File: src/rtl/aibcr3_dll_codectl.sv
// ---------------------------------------------------------------------------
// aibcr3_dll_codectl
//   Delay-code controller for a 64-cell DLL delay line. Phase-detector votes
//   are filtered by a signed accumulator; each full filter window moves the
//   delay code by one. Direction reversals are counted to declare lock.
//   An override path forces the code directly.
//
// Ports
//   CLKIN      in   1   sole clock, rising edge
//   RSTb       in   1   async active-low reset (release synchronised inside)
//   enable     in   1   1 = tracking allowed, 0 = hold in IDLE
//   pd_vld     in   1   phase-detector sample strobe
//   pd_up      in   1   1 = vote up (delay too short), 0 = vote down
//   ovrd_en    in   1   force code to ovrd_code (highest priority)
//   ovrd_code  in   6   override code
//   code_out   out  6   registered delay code
//   bk         out 64   registered thermometer tap word, bk[i] = (i <= code)
//   lock       out  1   registered lock flag
//   sat_hi     out  1   up step requested at code 63
//   sat_lo     out  1   down step requested at code 0
//
// state  | meaning
// IDLE   | tracking disabled, code held, filter/reversals/flags cleared
// TRACK  | filtering votes and stepping the code, not yet locked
// LOCKED | stepping continues, lock asserted until two same-direction steps
// OVRD   | code follows ovrd_code every cycle
// ---------------------------------------------------------------------------
module aibcr3_dll_codectl #(
    parameter int         FILT_TH   = 4,
    parameter int         LOCK_REV  = 3,
    parameter logic [5:0] INIT_CODE = 6'd32
) (
    input  logic        CLKIN,
    input  logic        RSTb,
    input  logic        enable,
    input  logic        pd_vld,
    input  logic        pd_up,
    input  logic        ovrd_en,
    input  logic [5:0]  ovrd_code,
    output logic [5:0]  code_out,
    output logic [63:0] bk,
    output logic        lock,
    output logic        sat_hi,
    output logic        sat_lo
);

    typedef enum logic [1:0] {IDLE, TRACK, LOCKED, OVRD} state_t;

    localparam logic signed [3:0] ACC_MAX    = 4'(FILT_TH - 1);
    localparam logic signed [3:0] ACC_MIN    = -ACC_MAX;
    localparam logic [3:0]        LOCK_REV_W = 4'(LOCK_REV);

    function automatic logic [63:0] therm(input logic [5:0] c);
        logic [63:0] t;
        for (int i = 0; i < 64; i++) begin
            t[i] = (6'(i) <= c);
        end
        return t;
    endfunction

    // Assertion propagates asynchronously; release is retimed to CLKIN.
    logic [1:0] rst_sync;
    logic       rst_b;

    always_ff @(posedge CLKIN or negedge RSTb) begin
        if (!RSTb) rst_sync <= 2'b00;
        else       rst_sync <= {rst_sync[0], 1'b1};
    end
    assign rst_b = rst_sync[1];

    state_t            state, state_nxt;
    logic [5:0]        code_nxt;
    logic [63:0]       bk_nxt;
    logic signed [3:0] acc, acc_nxt;
    logic [3:0]        rev_cnt, rev_nxt;
    logic              dir_vld, dir_vld_nxt;
    logic              dir_up, dir_up_nxt;
    logic              lock_nxt, sat_hi_nxt, sat_lo_nxt;
    logic              applied, applied_up;

    always_comb begin
        state_nxt   = state;
        code_nxt    = code_out;
        acc_nxt     = acc;
        rev_nxt     = rev_cnt;
        dir_vld_nxt = dir_vld;
        dir_up_nxt  = dir_up;
        lock_nxt    = lock;
        sat_hi_nxt  = sat_hi;
        sat_lo_nxt  = sat_lo;
        applied     = 1'b0;
        applied_up  = 1'b0;

        if (ovrd_en) begin
            state_nxt   = OVRD;
            code_nxt    = ovrd_code;
            acc_nxt     = '0;
            rev_nxt     = '0;
            dir_vld_nxt = 1'b0;
            lock_nxt    = 1'b0;
            sat_hi_nxt  = 1'b0;
            sat_lo_nxt  = 1'b0;
        end else if (state == OVRD) begin
            state_nxt = enable ? TRACK : IDLE;
        end else if (!enable) begin
            state_nxt   = IDLE;
            acc_nxt     = '0;
            rev_nxt     = '0;
            dir_vld_nxt = 1'b0;
            lock_nxt    = 1'b0;
            sat_hi_nxt  = 1'b0;
            sat_lo_nxt  = 1'b0;
        end else if (state == IDLE) begin
            state_nxt = TRACK;
        end else if (pd_vld) begin
            if (pd_up) begin
                if (acc == ACC_MAX) begin
                    acc_nxt = '0;
                    if (code_out == 6'd63) begin
                        sat_hi_nxt = 1'b1;
                    end else begin
                        code_nxt   = code_out + 6'd1;
                        sat_lo_nxt = 1'b0;
                        applied    = 1'b1;
                        applied_up = 1'b1;
                    end
                end else begin
                    acc_nxt = acc + 4'sd1;
                end
            end else begin
                if (acc == ACC_MIN) begin
                    acc_nxt = '0;
                    if (code_out == 6'd0) begin
                        sat_lo_nxt = 1'b1;
                    end else begin
                        code_nxt   = code_out - 6'd1;
                        sat_hi_nxt = 1'b0;
                        applied    = 1'b1;
                    end
                end else begin
                    acc_nxt = acc - 4'sd1;
                end
            end

            // Saturated requests never reach here, so they neither count as
            // reversals nor break lock.
            if (applied) begin
                dir_vld_nxt = 1'b1;
                dir_up_nxt  = applied_up;
                if (dir_vld && (dir_up != applied_up)) begin
                    rev_nxt = (rev_cnt == 4'hF) ? rev_cnt : rev_cnt + 4'd1;
                    if ((state == TRACK) && (rev_nxt >= LOCK_REV_W)) begin
                        state_nxt = LOCKED;
                        lock_nxt  = 1'b1;
                    end
                end else if (dir_vld && (state == LOCKED)) begin
                    state_nxt = TRACK;
                    lock_nxt  = 1'b0;
                    rev_nxt   = '0;
                end
            end
        end

        bk_nxt = therm(code_nxt);
    end

    always_ff @(posedge CLKIN or negedge rst_b) begin
        if (!rst_b) begin
            state    <= IDLE;
            code_out <= INIT_CODE;
            bk       <= therm(INIT_CODE);
            acc      <= '0;
            rev_cnt  <= '0;
            dir_vld  <= 1'b0;
            dir_up   <= 1'b0;
            lock     <= 1'b0;
            sat_hi   <= 1'b0;
            sat_lo   <= 1'b0;
        end else begin
            state    <= state_nxt;
            code_out <= code_nxt;
            bk       <= bk_nxt;
            acc      <= acc_nxt;
            rev_cnt  <= rev_nxt;
            dir_vld  <= dir_vld_nxt;
            dir_up   <= dir_up_nxt;
            lock     <= lock_nxt;
            sat_hi   <= sat_hi_nxt;
            sat_lo   <= sat_lo_nxt;
        end
    end

endmodule

File: config.mk
export PLATFORM = sky130hd
export DESIGN_NAME = aibcr3_dll_codectl
export DESIGN_NICKNAME = d
export VERILOG_FILES = /design/src/rtl/aibcr3_dll_codectl.sv
export SDC_FILE = /design/constraint.sdc
export NUM_CORES = 1
export LEC_CHECK = 0
export ABC_AREA = 1
export CAP_MARGIN = 20
export CORE_AREA = 4 4 105 97
export CTS_CLUSTER_SIZE = 8
export DETAILED_ROUTE_END_ITERATION = 10
export DIE_AREA = 0 0 109 101
export GPL_ROUTABILITY_DRIVEN = 0
export PLACE_DENSITY = 0.76
export REMOVE_ABC_BUFFERS = 1
export SLEW_MARGIN = 20
export SYNTH_ARGS = -nofsm -noshare
export SYNTH_HDL_FRONTEND = slang
export SYNTH_SLANG_ARGS = --single-unit
export TNS_END_PERCENT = 100
File: constraint.sdc
create_clock -name CLKIN -period 3 [get_ports CLKIN]
set_clock_uncertainty 0.2 [all_clocks]
set_input_delay 0.9 -clock CLKIN [delete_from_list [all_inputs] [get_ports CLKIN]]
set_output_delay 0.9 -clock CLKIN [all_outputs]
set_load 0.02 [all_outputs]
==> flow_summary.toml, run 1 <==
[final_layout]
seq_area_mm2 = 0.00222
post-route-cell-area_mm2 = 0.00577
fill_cells = 728
syn2layout_area_growth_pct = 30.5
multi_input_area_mm2 = 0.00192
layout_common_cells = "98 x nand2_1, 84 x clkdlybuf4s50_1, 52 x dfrtp_1"
diodes = 0
final_util = 0.638
nNetsFinal = 607
drive_gt1_frac = 0.256
stdcell_count = 711
final_common_cell = "nand2_1"

[clocking]
root_buffer = "clkbuf_8"
clk_latency_ns = 0.36
cts_buffers = 9
cts_buffer_depth = 2
cts_resized = 0
htreeDepth = 3
cts_hold_buf = 0
cts_sinks = 87
post_cts_buffers = 0
clk_pin_slew_ns = 0.09
tritoncts = "yes"

[hold_path]
min_path_type = "flop to asynchronous set/reset pin"

[drt]
dr.pass1.iters = 5
wl_per_cell_um = 15.2
via_count = 3662
via_per_inst = 5.15
drc = 0
wl_um = 10800
drtIter0Drc = 273
ant_nets = 0

[sta]
period_share = 0.923
rsz0062_at_grt = "no"
setup_tns_ns = 0
setup_slack_ns = 0.231
fin_crit_ns = 2.77
slew_viol_final = 0
finalSetupViolCount = 0
fmax_ghz = 0.361
finalHoldViolations = 0
whs_ns = 0.0726

[yosys]
synth_flop_cell = "dfrtp_1"
yosys-top-cells-area = "dfrtp_1 30%, dfstp_2 20%, nand2_1 8.3%"
netlist.area_leader.share = 0.300
syn_area_mm2 = 0.00442
synth_cell_types = 46
ys_seq_area_frac = 0.502
ys_seq_elements = 87
async_flop_share = 1.00
yosys_warnings = 0
synth_edf_count = 0
synth_top_cell_by_area = "dfrtp_1"
avgSynthCellArea_um2 = 9.43
syn_inst = 469

[power_and_ir_drop]
fin_total_pwr_mw = 3.65
p_leak_nw = 2.61
irDropWorstVdd_mv = 0.369
pwr_density_cell_mw_per_mm2 = 632

[global_routing]
grt_util_all_layers = 0.209
grt_overflow_total = 0
grt_pass1_vias = 3581
antenna_found_initial = 0
grt_pass1_wl_um = 17900
grt_max_degree = 86

[setup_path]
slowest_stage = "clkdlybuf4s50_1"
startpoint_type = "flop"
reg2reg_to = "bk[57]$_DFF_PN0_"
critical_path.top_delay_family = "buffers and inverters"
reg2reg_from = "code_out[1]$_DFF_PN0_"
critPathKind = "flop to primary output"
crit_fanout = 9
crit_buf_inv = 1
max_stage_delay_ns = 0.69
cp.required_ns = 1.90
crit_arrival_ns = 1.67
worst-r2r-cell-count = 13
cp-end-kind = "primary output"
crit_chain = "clkdlybuf4s50_1"
r2r_slack_ns = 0.40

[floorplanning]
coreArea_mm2 = 0.00904
start_util = 0.489
dieArea_mm2 = 0.0110
io_pins = 85
die_w_um = 109
die_h_um = 101
core.rowCount = 33

[placed_design]
pre_cts_ws_ns = -0.0819
portBuffers = 84
postPlaceCellArea_mm2 = 0.00555
dp.cells = 694
dpl.hpwl_um = 8170

[run]
cap_violations = 0

[status]
status = "finished, final reports clean"
layer usage:
layer / wire length, um / part of all wire / vias to the layer above / global-route usage
met1: 4820 / 0.44 / 1724 / 0.291
met5: 0 / 0 / - / 0
met3: 731 / 0.067 / 26 / 0.0506
met4: 254 / 0.023 / 0 / 0.0718
met2: 5030 / 0.46 / 151 / 0.319
li1: - / - / 1761 / -
power breakdown:
| group | switching, mW | internal, mW |
|---|---|---|
| sequential | 0.113 | 1.40 |
| clock | 0.437 | 0.393 |
| combinational | 0.761 | 0.538 |
state kept, by name, summed over array words and instances, names as in the netlist:
name	count
acc	4
dir_up	1
state	2
sat_lo	1
sat_hi	1
bk	64
rev_cnt	4
code_out	6
dir_vld	1
rst_sync	2
lock	1
area by class of cell:
cell class	instances	area share
Timing Repair Buffer	112	0.188
Clock buffer	10	0.0221
Sequential cell	87	0.385
Tap cell	122	0.0265
Clock inverter	6	0.0119
Multi-Input combinational cell	324	0.332
Inverter	50	0.0340
worst max path at each step:
stage               cells after the start             startpoint            endpoint  slack, ns
CTS                                     1  code_out[2]$_DFF_PN0_         code_out[2]       0.24
detailed placement                      8                 enable    bk[10]$_DFF_PN1_      -0.08
finish                                  1  code_out[2]$_DFF_PN0_         code_out[2]       0.23
global placement                        9                 enable     bk[7]$_DFF_PN1_       0.05
global route                           11  code_out[0]$_DFF_PN0_    bk[10]$_DFF_PN1_       0.11
floorplan                               0  rst_sync[1]$_DFF_PN0_  acc[0]$_DFFE_PN0P_       0.26
cell families after synthesis:
group / count (synthesis) / share of synthesized area
AO/OA/AOI/OAI: 69 / 0.102
AND/OR/NAND/NOR: 236 / 0.287
other: 1 / 0.000848
buffers and inverters: 59 / 0.0648
flip-flops: 87 / 0.502
adder cells (fa/ha/maj): 11 / 0.0311
XOR/XNOR: 6 / 0.0119
Yosys cell counts, types with 2 or more instances:
cell	count
a21oi_4	2
dfstp_2	34
o21bai_1	2
o22ai_1	3
nand4_1	7
or2_2	3
nor2_2	6
inv_2	6
nor2_8	2
o31ai_1	4
dfrtp_1	53
ha_1	11
a21oi_2	7
a32oi_1	2
nor3_1	5
o21ai_1	6
buf_6	4
xor2_1	5
nand3_2	6
o21ai_0	18
nand2_1	98
o21ai_2	5
buf_4	2
nor3_2	2
buf_2	2
a21oi_1	15
inv_4	3
nand3_4	2
nand3_1	38
nand2_4	11
nor2_1	38
nand2_2	9
nor2_4	7
inv_1	39
Power figures use the tool's default switching activity.
==> inputs of run 2 (changes only) <==
- CAP_MARGIN: 20 -> 5
==> results of run 2 <==
Same layout as run 1: the final DEF is identical, and so are final timing and power.
==> inputs of run 3 (changes only) <==
- CAP_MARGIN: 5 -> 20
- CORE_AREA: 4 4 105 97 -> 4 4 103 95
- DIE_AREA: 0 0 109 101 -> 0 0 107 99
- PLACE_DENSITY: 0.76 -> 0.78
==> run 3 against run 2 <==
Die area is 3.8% lower. Global-route usage hardly changed. Critical endpoint unchanged. Maximum frequency is 1.0% higher. Critical path depth stayed put. Final cell count is 0.70% lower. Largest cell class unchanged. Hold slack worse by 0.020 ns. Combinational power hardly changed. Core utilization is 3.4 points higher. Flip-flop and latch count stayed put.
==> flow_summary.toml, run 3 (synthesized netlist as in run 1, its figures left out) <==
[clocking]
cts_hold_buf = 0
clk_latency_ns = 0.36
cts_sinks = 87
tritoncts = "yes"
cts_buffers = 9
post_cts_buffers = 0
cts_resized = 0
htreeDepth = 3
cts_buffer_depth = 2
root_buffer = "clkbuf_8"
clk_pin_slew_ns = 0.09

[sta]
setup_tns_ns = 0
fin_crit_ns = 2.74
finalSetupViolCount = 0
finalHoldViolations = 0
slew_viol_final = 0
period_share = 0.914
fmax_ghz = 0.365
rsz0062_at_grt = "no"

[setup_path]
crit_arrival_ns = 1.64
startpoint = "code_out[2]$_DFF_PN0_"
reg2reg_from = "code_out[0]$_DFF_PN0_"
crit_buf_inv = 1
cp-end-kind = "primary output"
critPathKind = "flop to primary output"
startpoint_type = "flop"
slowest_stage = "clkdlybuf4s50_1"
max_stage_delay_ns = 0.68
r2r_slack_ns = 0.46
critical_path.top_delay_family = "buffers and inverters"
cp.required_ns = 1.90
crit_chain = "clkdlybuf4s50_1"
crit_fanout = 9

[placed_design]
dpl.hpwl_um = 7890
portBuffers = 84
dp.cells = 689

[final_layout]
seq_area_mm2 = 0.00222
drive_gt1_frac = 0.254
diodes = 0
nNetsFinal = 605
fill_cells = 696
reg_top3 = "bk: 64 flops, code_out: 6 flops"
syn2layout_area_growth_pct = 30.3
layout_common_cells = "98 x nand2_1, 84 x clkdlybuf4s50_1, 52 x dfrtp_1"
final_common_cell = "nand2_1"
multi_input_area_mm2 = 0.00192
final_util = 0.672
largest_reg_flops = 64
stdcell_count = 706
largest_register = "bk"

[floorplanning]
dieArea_mm2 = 0.0106
io_pins = 85
coreArea_mm2 = 0.00857
die_w_um = 107
core.rowCount = 32
die_h_um = 99
start_util = 0.516

[drt]
dr.pass1.iters = 5
drc = 0
via_count = 3675
ant_nets = 0
wl_um = 10600
via_per_inst = 5.21
drtIter0Drc = 232
wl_per_cell_um = 15.1

[hold_path]
min_path_type = "flop to asynchronous set/reset pin"

[global_routing]
grt_overflow_total = 0
grt_util_all_layers = 0.209
grt_max_degree = 86
antenna_found_initial = 0
grt_pass1_wl_um = 17700
grt_pass1_vias = 3569

[power_and_ir_drop]
p_leak_nw = 2.59
irDropWorstVdd_mv = 0.270
fin_total_pwr_mw = 3.66
pwr_density_cell_mw_per_mm2 = 635

[status]
status = "finished, final reports clean"

[run]
cap_violations = 0
## run 3: worst paths after layout
| kind | endpoint | cells past startpoint |
|---|---|---|
| setup / recovery | code_out[2] | 1 |
| hold / removal | bk[36]$_DFF_PN0_ | 0 |
| setup reg to reg | bk[35]$_DFF_PN0_ | 12 |
| hold reg to reg | bk[36]$_DFF_PN0_ | 0 |
| max in group asynchronous | bk[14]$_DFF_PN1_ | 1 |
| min in group CLKIN | rst_sync[1]$_DFF_PN0_ | 0 |
## run 3: power breakdown
group	internal, mW	total (mW)	leakage [nW]	switching (mW)
combinational	0.533	1.29	1.46	0.758
clock	0.399	0.850	0.0994	0.451
sequential	1.40	1.52	1.03	0.114
## run 3: metal layers
| layer | global-route usage | up-vias | wire [um] |
|---|---|---|---|
| li1 | - | 1748 | - |
| met1 | 0.303 | 1760 | 4800 |
| met2 | 0.316 | 150 | 4980 |
| met3 | 0.0445 | 17 | 667 |
| met4 | 0.0669 | 0 | 194 |
| met5 | 0 | - | 0 |
## run 3: through the flow
stage | area [um^2] | hold slack [ns] | worst slack, ns
global route | 5760 | 0.0899 | 0.182
floorplan | 4330 | 0.131 | 0.257
CTS | 5730 | 0.165 | 0.267
detailed placement | 5530 | 0.140 | -0.0232
global placement | 5530 | 0.138 | 0.0329
finish | 5760 | 0.0528 | 0.259
## run 3: cell type report
class | instances | share of cell area
flip-flops and latches | 87 | 0.386
inverters | 50 | 0.0341
well taps | 119 | 0.0259
multi-input cells | 324 | 0.333
clock inverters | 6 | 0.0130
repair buffers | 110 | 0.186
clock buffers | 10 | 0.0222
